File: config.mk
export PLATFORM = sky130hd
export DESIGN_NAME = scene_renderer
export DESIGN_NICKNAME = d
export VERILOG_FILES = /design/src/rtl/scene_renderer.sv
export SDC_FILE = /design/constraint.sdc
export NUM_CORES = 1
export LEC_CHECK = 0
export BUFFER_PORTS_ARGS = -buffer_cell sky130_fd_sc_hd__buf_2
export CAP_MARGIN = 10
export CORE_MARGIN = 2
export CORE_UTILIZATION = 30
export DETAILED_ROUTE_END_ITERATION = 10
export GPL_ROUTABILITY_DRIVEN = 0
export PLACE_DENSITY_LB_ADDON = 0.2
export RECOVER_POWER = 25
export SLEW_MARGIN = 15
export SYNTH_ARGS = -nofsm -noshare
export SYNTH_HDL_FRONTEND = slang
export SYNTH_SLANG_ARGS = --single-unit
File: constraint.sdc
create_clock -name CLK -period 4.57 [get_ports CLK]
set_input_delay 0.2285 -clock CLK [delete_from_list [all_inputs] [get_ports CLK]]
set_output_delay 0.2285 -clock CLK [all_outputs]
set_load 0.05 [all_outputs]
File: src/rtl/scene_renderer.sv
// scene_renderer
// Pixel source for the dinosaur game display. Answers VGA row/column requests
// with a 12-bit RGB 4:4:4 colour two cycles later. Game state is snapshotted
// into shadow registers at every frame start, so a frame never tears. It also
// reports dinosaur/obstacle pixel overlap back to the game logic.
//
// Optional feature macro: SCENE_COLLIDE_EN
//   defined   - collision accumulator and collide register are built
//   undefined - collide is tied to 0 and the accumulator is removed
//
// Ports:
//   CLK             in   pixel clock (shared with the VGA controller)
//   clrn            in   asynchronous active-low reset
//   row_addr[8:0]   in   requested row
//   col_addr[9:0]   in   requested column
//   game_status     in   1 = running, 0 = game over
//   dinosaur_height in   jump height in units
//   ground_position in   scroll position
//   d_out[11:0]     out  pixel colour for the requested address
//   frame_tick      out  one-cycle pulse aligned with d_out of pixel (0,0)
//   collide         out  high for the whole frame after a frame with overlap
module scene_renderer #(
  parameter int unsigned GROUND_ROW   = 400,
  parameter int unsigned DINO_COL     = 64,
  parameter int unsigned DINO_W       = 32,
  parameter int unsigned DINO_H       = 40,
  parameter int unsigned HEIGHT_SCALE = 4,
  parameter int unsigned OBST_W       = 16,
  parameter int unsigned OBST_H       = 32
) (
  input  logic        CLK,
  input  logic        clrn,
  input  logic [8:0]  row_addr,
  input  logic [9:0]  col_addr,
  input  logic        game_status,
  input  logic [5:0]  dinosaur_height,
  input  logic [5:0]  ground_position,
  output logic [11:0] d_out,
  output logic        frame_tick,
  output logic        collide
);

  localparam logic [11:0] ColBand   = 12'hF00;
  localparam logic [11:0] ColDino   = 12'h353;
  localparam logic [11:0] ColObst   = 12'h383;
  localparam logic [11:0] ColGround = 12'h555;
  localparam logic [11:0] ColSky    = 12'hFFF;
  localparam logic [11:0] ColOff    = 12'h000;

  localparam logic [9:0] TopBase = 10'(GROUND_ROW - DINO_H);

  // Frame start detection
  logic w_addr_zero;
  logic w_frame_start;
  logic r_prev_zero;

  // Stage 1 and shadow state
  logic [8:0] r_s1_row;
  logic [9:0] r_s1_col;
  logic       r_s1_fs;
  logic       r_sh_status;
  logic [5:0] r_sh_height;
  logic [5:0] r_sh_ground;
  logic [5:0] r_frame_cnt;

  // Stage 2
  logic [11:0] r_d_out;
  logic        r_frame_tick;

  // Hit computation
  logic [9:0]  w_row10;
  logic [9:0]  w_lift;
  logic [9:0]  w_top;
  logic [9:0]  w_top_end;
  logic [9:0]  w_ox;
  logic [9:0]  w_ox_end;
  logic        w_visible;
  logic        w_hit_dino;
  logic        w_hit_obst;
  logic        w_hit_ground;
  logic        w_hit_band;
  logic [11:0] w_colour;

  // Only the first (0,0) after any other address starts a frame, so a
  // controller parked on (0,0) does not retrigger.
  assign w_addr_zero   = (row_addr == 9'd0) && (col_addr == 10'd0);
  assign w_frame_start = w_addr_zero && !r_prev_zero;

  always_ff @(posedge CLK or negedge clrn) begin
    if (!clrn) begin
      r_prev_zero <= 1'b0;
      r_s1_row    <= '0;
      r_s1_col    <= '0;
      r_s1_fs     <= 1'b0;
      r_sh_status <= 1'b0;
      r_sh_height <= '0;
      r_sh_ground <= '0;
      r_frame_cnt <= '0;
    end else begin
      r_prev_zero <= w_addr_zero;
      r_s1_row    <= row_addr;
      r_s1_col    <= col_addr;
      r_s1_fs     <= w_frame_start;
      if (w_frame_start) begin
        r_sh_status <= game_status;
        r_sh_height <= dinosaur_height;
        r_sh_ground <= ground_position;
        r_frame_cnt <= r_frame_cnt + 6'd1;
      end
    end
  end

  assign w_row10 = {1'b0, r_s1_row};

  // Dinosaur top edge clamps at row 0 when the jump lifts it past the screen.
  assign w_lift    = 10'(r_sh_height * HEIGHT_SCALE);
  assign w_top     = (w_lift > TopBase) ? 10'd0 : (TopBase - w_lift);
  assign w_top_end = w_top + 10'(DINO_H);

  assign w_ox     = 10'd639 - (10'd10 * {4'b0, r_sh_ground});
  assign w_ox_end = w_ox + 10'(OBST_W);

  assign w_visible = (r_s1_col < 10'd640) && (r_s1_row < 9'd480);

  assign w_hit_dino = (r_s1_col >= 10'(DINO_COL)) && (r_s1_col < 10'(DINO_COL + DINO_W)) &&
                      (w_row10 >= w_top) && (w_row10 < w_top_end);

  assign w_hit_obst = (r_s1_col >= w_ox) && (r_s1_col < w_ox_end) &&
                      (w_row10 >= 10'(GROUND_ROW - OBST_H)) && (w_row10 < 10'(GROUND_ROW));

  assign w_hit_ground = (w_row10 == 10'(GROUND_ROW)) || (w_row10 == 10'(GROUND_ROW + 1));

  // Band blinks with a 64-frame period: hidden for counts 0..31, shown 32..63.
  assign w_hit_band = !r_sh_status && r_frame_cnt[5] &&
                      (w_row10 >= 10'd200) && (w_row10 <= 10'd231) &&
                      (r_s1_col >= 10'd256) && (r_s1_col <= 10'd383);

  always_comb begin
    w_colour = ColSky;
    if (!w_visible) begin
      w_colour = ColOff;
    end else if (w_hit_band) begin
      w_colour = ColBand;
    end else if (w_hit_dino) begin
      w_colour = ColDino;
    end else if (w_hit_obst) begin
      w_colour = ColObst;
    end else if (w_hit_ground) begin
      w_colour = ColGround;
    end
  end

  always_ff @(posedge CLK or negedge clrn) begin
    if (!clrn) begin
      r_d_out      <= '0;
      r_frame_tick <= 1'b0;
    end else begin
      r_d_out      <= w_colour;
      r_frame_tick <= r_s1_fs;
    end
  end

  assign d_out      = r_d_out;
  assign frame_tick = r_frame_tick;

`ifdef SCENE_COLLIDE_EN
  logic w_hit_both;
  logic r_acc;
  logic r_collide;

  assign w_hit_both = w_visible && w_hit_dino && w_hit_obst;

  // At frame start the finished frame's result moves to collide and the
  // accumulator restarts with pixel (0,0) of the new frame.
  always_ff @(posedge CLK or negedge clrn) begin
    if (!clrn) begin
      r_acc     <= 1'b0;
      r_collide <= 1'b0;
    end else if (r_s1_fs) begin
      r_collide <= r_acc;
      r_acc     <= w_hit_both;
    end else begin
      r_acc     <= r_acc | w_hit_both;
    end
  end

  assign collide = r_collide;
`else
  assign collide = 1'b0;
`endif

endmodule
==> impl_metrics.env <==
export IMPL_reg2reg_from="r_sh_ground[1]"
export IMPL_dp_cells=422
export IMPL_dp_hpwl_um=4384
export IMPL_power_switching_uw=231.1
export IMPL_slowest_stage="fa_1"
export IMPL_nets=377
export IMPL_p_int_uw=607.7
export IMPL_synth_mux_area_fraction_pct=5.466
export IMPL_ys_flop_type="dfrtp_1"
export IMPL_yosysSeqAreaShare_pct=44.25
export IMPL_hold_path_end="r_s1_col[1]"
export IMPL_design_die_area_um2=10410
export IMPL_portBuffers=46
export IMPL_combinationalPowerShare_pct=12.0
export IMPL_critical_path_cell_chain="ha_1 > ha_1 > fa_1 > a21o_1 > a21oi_1 > xor2_1 > ha_1 > xnor2_1 > ha_1 > nand4_1 > a211oi_1 > a211o_1 > a2bb2oi_1 > and3_1"
export IMPL_die_y_um=102.0
export IMPL_viasPerCell=4.637
export IMPL_first_pass_iters=4
export IMPL_cpPeakStageDelay_ps=430
export IMPL_slew_headroom_pct=-75.67
export IMPL_rsz0062_at_grt="false"
export IMPL_wl_per_cell_um=12.82
export IMPL_clk_pin_slew_ps=90
export IMPL_synthCells=250
export IMPL_timing_fmax_mhz=275.4
export IMPL_yosysWarnings=0
export IMPL_cap_violations=1
export IMPL_cts_tree="done"
export IMPL_antenna_found_initial=0
export IMPL_min_delay_start="col_addr[1]"
export IMPL_hp_class="in2reg"
export IMPL_hold_ws_ps=42.68
export IMPL_hold_path_depth=1
export IMPL_design_area_um2=3318
export IMPL_p_sw_share_pct=27.55
export IMPL_reg2reg_setup_slack_ps=940
export IMPL_syn_cell_area_um2=2884
export IMPL_grt_max_degree=52
export IMPL_synth_compound_area_share_pct=9.675
export IMPL_outcome="complete, but fails checks"
export IMPL_layout_drive_gt1_share_pct=18.27
export IMPL_grt_pass1_vias=2083
export IMPL_ioPinCount=48
export IMPL_cts_resized_gates=0
export IMPL_hold_buffers=0
export IMPL_insertion_delay_ps=300
export IMPL_startpoint_type="flip-flop"
export IMPL_grt_usage_pct=12.05
export IMPL_ant_nets=0
export IMPL_nFillCells=976
export IMPL_pwr_share_clk_pct=31.0
export IMPL_r2r_cells=14
export IMPL_worst_setup_path_type="reg2reg"
export IMPL_fin_cells=430
export IMPL_first_iter_violations=53
export IMPL_fin_skew_ps=6.951
export IMPL_placed_area_um2=3249
export IMPL_syn2layout_area_growth_pct=15.05
export IMPL_postCtsSetupBuffers=0
export IMPL_synth_top_family_by_area="adder cells"
export IMPL_crit_fanout=4
export IMPL_fin_crit_ps=3631
export IMPL_fp_row_count=35
export IMPL_setup_viol=0
export IMPL_hold_viol=0
export IMPL_numCtsBuffers=5
export IMPL_initial_core_util_pct=31.06
export IMPL_ir_drop_mv=0.1114
export IMPL_final_max_slew_viol_count=52
export IMPL_synth_seq_cells=51
export IMPL_required_ps=4810
export IMPL_antenna_cells=0
export IMPL_crit_path_end_kind="flip-flop"
export IMPL_finalWirelength_um=5514
export IMPL_tns_ps=0
export IMPL_async_reset_ff_share_pct=100.0
export IMPL_die_x_um=102.0
export IMPL_seqPwrFrac_pct=57.0
export IMPL_root_buffer="clkbuf_8"
export IMPL_period_share_pct=79.46
export IMPL_grt_pass1_wl_um=9894
export IMPL_synth_simple_area_share_pct=12.62
export IMPL_violations="max-capacitance violations, max-slew violations"
export IMPL_power_density_nw_per_um2=252.8
export IMPL_final_util_pct=35.74
export IMPL_max_slew_worst_pin_slew_ps=2635
export IMPL_cp_arrival_ps=3870
export IMPL_drcViolationCount=0
export IMPL_synth_cell_types=43
export IMPL_synthesis_nets=327
export IMPL_synthAdderAreaFrac_pct=18.92
export IMPL_htree_levels=2
export IMPL_avgSynthCellArea_um2=11.54
export IMPL_critPathMostFrequentCell="ha_1"
export IMPL_p_leak_nw=1.565
export IMPL_num_vias=1994
export IMPL_synth_edf_count=0
export IMPL_core_um2=9284
export IMPL_grt_overflow=0
export IMPL_cts_sinks=51
export IMPL_cts_buffer_depth=2
export IMPL_synth_xor_area_share_pct=6.074
export IMPL_reg2reg_to="d_out[11]"
==> sequential cells by signal, summed over array words and instances (netlist names), 6 cells and up <==
signal / flops
d_out: 10
r_s1_col: 10
r_s1_row: 9
r_frame_cnt: 6
r_sh_ground: 6
r_sh_height: 6
==> logic make-up after synthesis <==
| logic type | count (synthesis) |
|---|---|
| other cells | 1 |
| xor+xnor | 20 |
| fa+ha+maj | 43 |
| simple gates | 62 |
| mux | 14 |
| compound gates | 43 |
| flops | 51 |
| buf+inv | 16 |
==> worst max path at each step <==
stage	startpoint	end	slack, ps	cells past startpoint
floorplan	r_sh_ground[1]	d_out[11]	1210	14
global placement	r_sh_ground[1]	d_out[11]	1030	14
detailed placement	r_sh_ground[1]	d_out[5]	930	13
CTS	r_sh_ground[1]	d_out[5]	880	13
global route	r_sh_ground[1]	d_out[5]	620	13
finish	r_sh_ground[1]	d_out[11]	940	14
==> critical path, delay by kind of cell (launching register included) <==
family | cells | cell delay, ps
AOI/OAI and AO/OA | 5 | 1040
and+or+nand+nor | 2 | 290
adders and majority gates | 5 | 1510
DFF | 1 | 410
xor gates and xnor gates | 2 | 310
==> cells in the mapped netlist (all sizes together), types with 2 or more instances <==
master / count / share of area [%]
dfrtp: 51 / 44
ha: 42 / 18
a21oi: 16 / 2.8
xnor2: 15 / 4.6
mux2: 14 / 5.5
inv: 11 / 1.4
nand2: 11 / 1.4
nand3: 9 / 1.6
nor2: 8 / 1.0
a21o: 6 / 1.6
and3: 5 / 1.1
buf: 5 / 1.4
nor4: 5 / 1.6
xor2: 5 / 1.5
nand4: 4 / 0.87
nor3: 4 / 0.69
nor4b: 4 / 1.2
o21ai: 4 / 0.69
a211oi: 3 / 0.78
a21boi: 3 / 0.78
and2: 3 / 0.65
nor2b: 2 / 0.43
o21bai: 2 / 0.52
or4: 2 / 0.65
==> area by class of cell <==
class,instances,area (um2),share of cell area (%)
Multi-Input combinational cell,183,1525,45.97
Clock buffer,5,68.82,2.074
Clock inverter,3,23.77,0.7164
Tap cell,129,161.4,4.864
Timing Repair Buffer,48,221.5,6.674
Sequential cell,51,1276,38.46
Inverter,11,41.29,1.244
==> power by group through the flow <==
stage	clock (mW)	combinational [mW]	sequential (mW)
after floorplan	0	0.0385	0.510
after global placement	0	0.104	0.488
after detailed placement	0	0.104	0.487
after CTS	0.274	0.105	0.478
after global routing	0.292	0.113	0.481
final	0.260	0.101	0.478
==> layout by cell type, fill, tap and decap left out, types with 2 or more instances in the layout <==
cell        Yosys  final
a211oi_1        3      3
a21boi_0        3      3
a21o_1          6      6
a21oi_1        16     16
and2_1          3      3
and3_1          5      5
buf_2           0     30
clkbuf_1        0     17
clkbuf_8        0      5
clkinvlp_4      0      2
dfrtp_1        51     51
ha_1           42     42
inv_1          11     11
mux2_2         14     14
nand2_1        11     11
nand3_1         9      9
nand4_1         4      4
nor2_1          8      8
nor2b_1         2      2
nor3_1          4      4
nor4_1          4      4
nor4b_1         4      4
o21ai_0         4      4
o21bai_1        2      2
xnor2_1        15     15
xor2_1          5      5
==> stage by stage <==
step	total power, mW	worst slack [ps]
after detailed placement	0.5916	928.3
final	0.8387	938.7
after global routing	0.8858	623.9
after CTS	0.8572	881.4
after floorplan	0.5487	1215
after global placement	0.5917	1032
==> layer usage <==
layer,vias up,routed length [um],track usage (%)
met5,-,0,0
met4,0,74,4.000
met3,4,218,2.394
met2,43,2419,19.03
met1,936,2801,16.66
li1,1011,-,-
Note: power is estimated with default switching activity, not from simulation.
